<file path="src/rtl/matmul_scheduler_pkg.sv">
// Shared definitions for the matrix-multiply scheduler.
//   state_t   : scheduler FSM states
//   calc_accw : result width, 2*Nbits + clog2(Ndata)
//   idx_width : width of a row/column/k index, never below 1
package matmul_scheduler_pkg;

   typedef enum logic [1:0] {
      IDLE  = 2'd0,
      ACCUM = 2'd1,
      EMIT  = 2'd2,
      DONE  = 2'd3
   } state_t;

   function automatic int calc_accw(input int ndata, input int nbits);
      return 2 * nbits + $clog2(ndata);
   endfunction

   function automatic int idx_width(input int ndata);
      return ($clog2(ndata) < 1) ? 1 : $clog2(ndata);
   endfunction

endpackage

</file>
<file path="src/rtl/sched_mac.sv">
// Multiply-accumulate datapath for one result element.
//   clk, reset : clock and synchronous active-low reset
//   clr        : zero the accumulator (wins over en)
//   en         : add a*b to the accumulator this cycle
//   a, b       : unsigned operands
//   acc        : running sum, full ACCW width
module sched_mac
   import matmul_scheduler_pkg::*;
#(
   parameter int Nbits = 8,
   parameter int ACCW  = calc_accw(4, 8)
) (
   input  logic             clk,
   input  logic             reset,
   input  logic             clr,
   input  logic             en,
   input  logic [Nbits-1:0] a,
   input  logic [Nbits-1:0] b,
   output logic [ACCW-1:0]  acc
);

   logic [ACCW-1:0] acc_reg;
   logic [ACCW-1:0] prod;

   // Widen before multiplying so the product is never truncated.
   assign prod = ACCW'(a) * ACCW'(b);

   always_ff @(posedge clk) begin
      if (!reset) begin
         acc_reg <= '0;
      end else if (clr) begin
         acc_reg <= '0;
      end else if (en) begin
         acc_reg <= acc_reg + prod;
      end
   end

   assign acc = acc_reg;

endmodule

</file>
<file path="src/rtl/matmul_scheduler.sv">
// Sequential N x N matrix-multiply scheduler. Latches A and B on start, then
// for each C(i,j) in row-major order spends N cycles accumulating
// A(i,k)*B(k,j) and presents the sum on a valid/ready output.
//   clk, reset     : clock and synchronous active-low reset
//   start, abort   : begin a product (IDLE only) / cancel the current one
//   A, B           : flat operand matrices, element (r,c) at [(r*N+c)*Nbits +: Nbits]
//   c_data/row/col : result element and its indices, qualified by c_valid
//   c_ready        : consumer accepts the element on c_valid & c_ready
//   busy, done     : not IDLE / one-cycle pulse after the last element
module matmul_scheduler
   import matmul_scheduler_pkg::*;
#(
   parameter  int Ndata = 4,
   parameter  int Nbits = 8,
   localparam int ACCW  = calc_accw(Ndata, Nbits),
   localparam int IW    = idx_width(Ndata),
   localparam int MW    = Nbits * Ndata * Ndata
) (
   input  logic            clk,
   input  logic            reset,
   input  logic            start,
   input  logic            abort,
   input  logic [MW-1:0]   A,
   input  logic [MW-1:0]   B,
   output logic [ACCW-1:0] c_data,
   output logic [IW-1:0]   c_row,
   output logic [IW-1:0]   c_col,
   output logic            c_valid,
   input  logic            c_ready,
   output logic            busy,
   output logic            done
);

   localparam logic [IW-1:0] LAST_IDX = IW'(Ndata - 1);

   state_t state_reg, state_next;
   logic [MW-1:0] a_reg, b_reg;
   logic [IW-1:0] i_reg, j_reg, k_reg;

   logic latch, mac_clr, mac_en, advance;
   logic last_k, last_elem;
   logic [Nbits-1:0] a_op, b_op;

   assign last_k    = (k_reg == LAST_IDX);
   assign last_elem = (i_reg == LAST_IDX) && (j_reg == LAST_IDX);

   // Operand selection straight from the latched copies.
   assign a_op = a_reg[(int'(i_reg) * Ndata + int'(k_reg)) * Nbits +: Nbits];
   assign b_op = b_reg[(int'(k_reg) * Ndata + int'(j_reg)) * Nbits +: Nbits];

   always_comb begin
      state_next = state_reg;
      latch      = 1'b0;
      mac_clr    = 1'b0;
      mac_en     = 1'b0;
      advance    = 1'b0;
      case (state_reg)
         IDLE: begin
            // abort in IDLE also swallows a coincident start
            if (start && !abort) begin
               latch      = 1'b1;
               mac_clr    = 1'b1;
               state_next = ACCUM;
            end
         end
         ACCUM: begin
            if (abort) begin
               state_next = IDLE;
            end else begin
               mac_en = 1'b1;
               if (last_k) state_next = EMIT;
            end
         end
         EMIT: begin
            if (abort) begin
               state_next = IDLE;
            end else if (c_ready) begin
               if (last_elem) begin
                  state_next = DONE;
               end else begin
                  advance    = 1'b1;
                  mac_clr    = 1'b1;
                  state_next = ACCUM;
               end
            end
         end
         DONE: begin
            state_next = IDLE;
         end
         default: state_next = IDLE;
      endcase
   end

   always_ff @(posedge clk) begin
      if (!reset) begin
         state_reg <= IDLE;
         a_reg     <= '0;
         b_reg     <= '0;
         i_reg     <= '0;
         j_reg     <= '0;
         k_reg     <= '0;
      end else begin
         state_reg <= state_next;
         if (latch) begin
            a_reg <= A;
            b_reg <= B;
            i_reg <= '0;
            j_reg <= '0;
            k_reg <= '0;
         end
         if (mac_en) begin
            k_reg <= last_k ? '0 : k_reg + IW'(1);
         end
         if (advance) begin
            if (j_reg == LAST_IDX) begin
               j_reg <= '0;
               i_reg <= i_reg + IW'(1);
            end else begin
               j_reg <= j_reg + IW'(1);
            end
         end
      end
   end

   sched_mac #(
      .Nbits (Nbits),
      .ACCW  (ACCW)
   ) u_mac (
      .clk   (clk),
      .reset (reset),
      .clr   (mac_clr),
      .en    (mac_en),
      .a     (a_op),
      .b     (b_op),
      .acc   (c_data)
   );

   assign c_row   = i_reg;
   assign c_col   = j_reg;
   assign c_valid = (state_reg == EMIT);
   assign busy    = (state_reg != IDLE);
   assign done    = (state_reg == DONE);

endmodule

</file>
<file path="config.mk">
export PLATFORM = sky130hd
export DESIGN_NAME = matmul_scheduler
export DESIGN_NICKNAME = d
export VERILOG_FILES = /design/src/rtl/matmul_scheduler_pkg.sv /design/src/rtl/sched_mac.sv /design/src/rtl/matmul_scheduler.sv
export SDC_FILE = /design/constraint.sdc
export NUM_CORES = 1
export LEC_CHECK = 0
export BUFFER_PORTS_ARGS = -buffer_cell sky130_fd_sc_hd__buf_2
export CORE_AREA = 2 2 194 196
export DETAILED_ROUTE_END_ITERATION = 8
export DIE_AREA = 0 0 196 198
export GPL_TIMING_DRIVEN = 0
export PLACE_DENSITY = 0.6
export SLEW_MARGIN = 20
export SYNTH_ARGS = -nofsm -noshare
export SYNTH_HDL_FRONTEND = slang
export SYNTH_HIERARCHICAL = 1
export SYNTH_SLANG_ARGS = --single-unit
</file>
<file path="constraint.sdc">
create_clock -name clk -period 13.3 [get_ports clk]
set_input_delay 0.665 -clock clk [delete_from_list [all_inputs] [get_ports clk]]
set_output_delay 0.665 -clock clk [all_outputs]
set_load 0.05 [all_outputs]
</file>
After elaboration in Yosys (flattened, before gate mapping)

Cells that the tools add are included.

Flip-flop bits (word level): 282
Latch bits: 0
Memory bits (writable): 0
ROM bits: 0
Input bits: 261
Output and inout bits: 25
Word-level logic and storage cells: 59
Memories kept: 0

Add/sub/neg operators: 6
Multiply operators: 1
Divide/modulo/power cells: 0
$lt $le $gt $ge: 0
Equality and inequality tests: 9
Shifts and indexed selects: 2
Mux-type cells: 24
Bitwise logic cells: 1
Reduce and logical (&&, ||, !) cells: 9

Operator list:

| operator                                                               | number |
|---|---|
| 128-bit by 9-bit variable part select with 8-bit output                | 2 |
| 2-bit two-way mux                                                      | 14 |
| 18-bit by 16-bit adder with 18-bit output                              | 1 |
| 8-bit by 8-bit multiplier with 16-bit output                           | 1 |
| 4-bit by 2-bit adder with 5-bit output                                 | 2 |
| 2-bit equality test (second input constant)                            | 5 |
| 1-bit two-way mux                                                      | 8 |
| 2-bit one-hot mux with 4 select lines                                  | 1 |
| 2-bit by 1-bit adder with 2-bit output (second input constant)         | 3 |
| 2-bit nonzero test                                                     | 3 |
| 3-bit by 2-bit != test with 1-bit output (second input constant)       | 1 |
| 3-bit != test (second input constant)                                  | 1 |
| 3-bit AND reduction                                                    | 1 |
| 2-bit by 1-bit equality test with 1-bit output (second input constant) | 1 |
| 1-bit logical AND                                                      | 2 |
| 2-bit zero test                                                        | 1 |
| 2-bit != test (second input constant)                                  | 1 |
| 1-bit one-hot mux with 2 select lines                                  | 1 |
| 2-bit OR reduction                                                     | 1 |
| 1-bit zero test                                                        | 1 |
| 1-bit NOT                                                              | 1 |

Depth between registers and ports, before layout

Depth after elaboration: 7
Mapped depth: 24
Gate-level depth less buffers: 19

Hierarchy

The synthesis kept the hierarchy.

By module, submodules not included:

| module           | instances | cells each | area each (um2) | seq. area each (um2) |
|---|---|---|---|---|
| matmul_scheduler | 1         | 1304       | 11089.4         | 5285.1 |
| sched_mac        | 1         | 394        | 3350.7          | 360.3 |

Worst setup path before layout

Ideal clock, no wire load.

Path type: register -> register
Start point: register j_reg[0], in the netlist c_col[0]
End point: register u_mac.acc_reg[15], in the netlist u_mac/acc[15]
Library setup time: 70 ps
Data arrival time: 5720 ps
Data required time: 13230 ps
Slack: 7509 ps
Cell stages (with the launch flop): 22
Path buffers: 3
Period minus slack after synthesis: 5791 ps
Cells stage by stage: dfxtp_1 > buf_2 > buf_2 > mux4_2 > a22oi_1 > nand2_1 > clkbuf_1 > nand2_1 > fa_1 > inv_1 > fa_1 > fa_1 > inv_1 > fa_1 > inv_1 > ha_1 > a21o_1 > a21oi_2 > a211oi_2 > o31a_1 > or3_1 > a21oi_1

Elaborated cells between the ends (all ways): 11
Classes of those cells: add/sub (2); mul (1); eq/ne (1); shift (1); mux (4); reduce/logical (2)

RTL lines:

| item                                                    | line                    | RTL |
|---|---|---|
| start, declared                                         | matmul_scheduler.sv:38  | `logic [IW-1:0] i_reg, j_reg, k_reg;` |
| start signal, assigned                                  | matmul_scheduler.sv:119 | `j_reg <= j_reg + IW'(1);` |
| 4-bit by 2-bit adder with 5-bit output                  | matmul_scheduler.sv:49  | `assign b_op = b_reg[(int'(k_reg) * Ndata + int'(j_reg)) * Nbits +: Nbits];` |
| 128-bit by 9-bit variable part select with 8-bit output | matmul_scheduler.sv:49  |  |
| net b_op[0]                                             | matmul_scheduler.sv:42  | `logic [Nbits-1:0] a_op, b_op;` |
| 8-bit by 8-bit multiplier with 16-bit output            | sched_mac.sv:26         | `assign prod = ACCW'(a) * ACCW'(b);` |
| 18-bit by 16-bit adder with 18-bit output               | sched_mac.sv:34         | `acc_reg <= acc_reg + prod;` |
| end signal, assigned                                    | sched_mac.sv:34         |  |
| end, declared                                           | sched_mac.sv:22         | `logic [ACCW-1:0] acc_reg;` |

The timed path passes the listed nets, and every way through them passes these cells.
A chain may end at the register's enable or synchronous reset.

Final worst setup path

Start point: register k_reg[0]
End point: register u_mac.acc_reg[15], in the netlist u_mac/acc[15]

Cells in the longest elaborated chain, start to end: 4
Elaborated cells between the ends (all ways): 6
Classes of those cells: add/sub (3); mul (1); shift (2)

RTL lines:

| item                                                    | line                    | RTL |
|---|---|---|
| start, declared                                         | matmul_scheduler.sv:38  |  |
| start signal, assigned                                  | matmul_scheduler.sv:112 | `k_reg <= last_k ? '0 : k_reg + IW'(1);` |
| 4-bit by 2-bit adder with 5-bit output                  | matmul_scheduler.sv:48  | `assign a_op = a_reg[(int'(i_reg) * Ndata + int'(k_reg)) * Nbits +: Nbits];` |
| 128-bit by 9-bit variable part select with 8-bit output | matmul_scheduler.sv:48  |  |
| net a_op[4]                                             | matmul_scheduler.sv:42  |  |
| 8-bit by 8-bit multiplier with 16-bit output            | sched_mac.sv:26         |  |
| 18-bit by 16-bit adder with 18-bit output               | sched_mac.sv:34         |  |

The timed path passes the listed nets, and every way through them passes these cells.

==> results.py <==
metrics = {
    "timing": {
        "post-route-min-period_ns": 6.391,
        "slew_violations": 0,
        "period_share": 0.4805,
        "worstMarginPinSlew_ns": 0.6849,
        "relSlewSlack": 0.5434,
        "tns_ns": 0,
        "hold_violations": 0,
        "rsz0062_at_grt": "false",
        "setup_ws_ns": 6.909,
        "setup_viol": 0,
        "fmax_ghz": 0.1565,
        "fin_hold_ws_ns": 0.3840,
        "skew_ns": 0.03049,
    },
    "floorplanning": {
        "coreArea_sq_mm": 0.03696,
        "io_pins": 286,
        "die-area_sq_mm": 0.03881,
        "die-width_microns": 196,
        "die_h_microns": 198,
        "initial_core_util": 0.3907,
        "rows": 71,
    },
    "hold_path": {
        "min_path_type": "in2reg",
        "holdPathEnd": "b_reg[61]",
        "hold_path.startpoint": "B[61]",
        "worst_hold_path.num_cells": 3,
    },
    "detailed_routing": {
        "post-route-drc-count": 0,
        "firstDrtPassIters": 5,
        "routedWlPerCell_microns": 17.88,
        "drtIter0Drc": 739,
        "vias_per_cell": 5.158,
        "antenna_left": 0,
        "drt-total-wl_microns": 45050,
        "vias": 13000,
    },
    "critical_path": {
        "cp.required_ns": 13.73,
        "reg2reg_to": "u_mac/acc[15]",
        "crit_type": "reg2reg",
        "worstPathCellList": "buf_4 > buf_2 > buf_2 > mux4_2 > a22oi_1 > nand2_1 > and2_1 > fa_1 > fa_1 > fa_1 > inv_1 > fa_1 > inv_1 > ha_1 > a21o_1 > a21oi_2 > a211oi_2 > o31a_1 > or3_1 > a21oi_1",
        "crit_path_frequent_cell": "fa_1",
        "endpoint_kind": "flip-flop",
        "reg2reg_from": "k_reg[0]",
        "slowest_stage": "fa_1",
        "cp_max_fo": 10,
        "critPathTopFamily": "adder cells",
        "crit_arrival_ns": 6.82,
        "reg2reg_depth": 20,
        "start_kind": "flip-flop",
        "cp_num_buf_inv": 5,
        "cpPeakStageDelay_ns": 0.54,
        "regToRegSetupSlack_ns": 6.91,
    },
    "synthesis": {
        "synthCells": 1698,
        "yosysWarnings": 6,
        "synth_area_sq_mm": 0.01444,
        "syn_nets": 2052,
        "ys_seq_elements": 282,
        "synth_top_flop_cell": "dfxtp_1",
        "async_reset_ff_frac": 0,
        "avgSynthCellArea_sq_um": 8.504,
        "synth.distinct_cells": 59,
        "synth_edf_count": 0,
        "yosysSeqAreaShare": 0.3910,
    },
    "clocking": {
        "cts-htree-levels": 2,
        "cts_setup_buffers": 0,
        "cts_root_buffer": "clkbuf_16",
        "cts.sinks": 282,
        "cts_tree": "yes",
        "cts_buffers": 34,
        "insertion_delay_ns": 0.52,
        "cts_resized": 0,
        "cts_buffer_depth": 3,
        "cts_hold_buf": 0,
        "cts.reportedPaths.clkPinSlew_ns": 0.06,
    },
    "finish": {
        "nFillCells": 3647,
        "syn_to_final_growth_pct": 22.60,
        "multi_input_area_sq_mm": 0.007871,
        "final_nets": 2373,
        "drive_gt1_frac": 0.2281,
        "seq_area_sq_mm": 0.005645,
    },
    "placement": {
        "dp_hpwl_microns": 35530,
        "gp_congestion": 0.8469,
        "dpl_worst_slack_ns": 6.943,
        "io_buffer_count": 285,
    },
    "grt": {
        "grt_first_pass_wirelength_microns": 69100,
        "grt_pass1_vias": 12910,
        "grt_usage": 0.2294,
        "overflow": 0,
        "antenna_found_initial": 3,
        "grt_max_degree": 14,
    },
    "power": {
        "p_leak_nw": 7.430,
        "vdd_ir_drop_max_v": 0.00007002,
        "p_per_area_mw_per_mm2": 119.5,
    },
    "status": {
        "run_status": "finished, final reports clean",
    },
    "flow_run": {
        "cap_violations": 0,
    },
}
==> worst max path at each step <==
stage	from	to	slack, ns	cells after the start
2_1_floorplan	c_col[0]	u_mac/acc[15]	7.51	21
3_3_place_gp	k_reg[0]	u_mac/acc[15]	6.98	20
3_5_place_dp	k_reg[0]	u_mac/acc[15]	6.94	20
4_1_cts	k_reg[0]	u_mac/acc[15]	6.89	20
5_1_grt	k_reg[0]	u_mac/acc[14]	6.53	18
6_report	k_reg[0]	u_mac/acc[15]	6.91	20
==> cell usage after synthesis (3+ instances only) <==
cell,number,area share
a31oi_1,3,0.0013
a21oi_1,273,0.095
buf_2,41,0.014
nor2b_1,7,0.0030
a21o_1,6,0.0031
and2_1,35,0.015
nand2b_1,5,0.0022
a22oi_1,32,0.017
o21a_1,3,0.0016
mux2i_1,10,0.0069
fa_1,50,0.069
clkbuf_1,61,0.016
mux4_2,64,0.10
ha_1,43,0.037
o211ai_1,6,0.0031
buf_1,5,0.0013
buf_6,8,0.0062
inv_1,97,0.025
nor2_1,19,0.0049
o21ai_0,6,0.0021
nand2_1,573,0.15
nor4_1,3,0.0013
nand4_1,3,0.0013
dfxtp_1,282,0.39
nor3_1,5,0.0017
or3_1,5,0.0022
a211oi_1,4,0.0021
xnor2_1,4,0.0024
nand3_1,7,0.0024
==> metrics by stage <==
step	utilization	std cells	power, mW	cell area (sq um)
2_1_floorplan	-	1698	1.026	14440
3_3_place_gp	0.4454	2457	1.115	16460
3_5_place_dp	0.4454	2457	1.119	16460
4_1_cts	0.4788	2517	2.131	17700
5_1_grt	0.4789	2518	2.188	17700
6_report	0.4790	2520	2.116	17700
==> final cells by class <==
cell class	count	share of cell area
multi-input cells	1201	0.4446
flip-flops and latches	282	0.3189
repair buffers	285	0.08057
clock buffers	47	0.05591
well taps	474	0.03350
plain buffers	117	0.03138
inverters	98	0.02078
clock inverters	13	0.01392
diodes	3	0.0004241
==> report_power, final <==
part	switching [mW]	internal [mW]
logic	0.119	0.0817
registers	0.0189	0.881
clock network	0.376	0.639
total	0.514	1.60
==> worst min-delay path, delay by kind of cell <==
family          cells  cell delay (ns)
buf+inv             1             0.10
simple gates        1             0.04
compound gates      1             0.05
==> cell usage in the layout, fill, tap and decap left out, types with 7 or more instances in the layout <==
cell type,synthesis,layout
dfxtp_1,282,282
clkbuf_1,61,65
a22oi_1,32,32
inv_1,97,97
fa_1,50,50
mux2i_1,10,10
nor2_1,19,19
clkbuf_16,0,34
a21oi_1,273,273
nand2_1,573,573
buf_2,41,326
nor2b_1,7,7
ha_1,43,43
mux4_2,64,64
clkbuf_8,0,9
buf_6,8,8
and2_1,35,35
nand3_1,7,7
==> per-layer routing <==
| metal | up-vias | wire, microns | GRT usage |
|---|---|---|---|
| li1 | 6319 | - | - |
| met4 | 0 | 1302 | 0.07548 |
| met5 | - | 0 | 0 |
| met3 | 75 | 2927 | 0.03577 |
| met2 | 416 | 21040 | 0.3851 |
| met1 | 6189 | 19780 | 0.3034 |
==> logic make-up after synthesis <==
| group | after synthesis | synth area share |
|---|---|---|
| xor gates and xnor gates | 6 | 0.003639 |
| muxes | 75 | 0.1075 |
| DFF | 282 | 0.3910 |
| adders and majority gates | 93 | 0.1066 |
| and+or+nand+nor | 675 | 0.1913 |
| AOI/OAI and AO/OA | 352 | 0.1360 |
| buffers and inverters | 215 | 0.06395 |
Power figures use the tool's default switching activity.
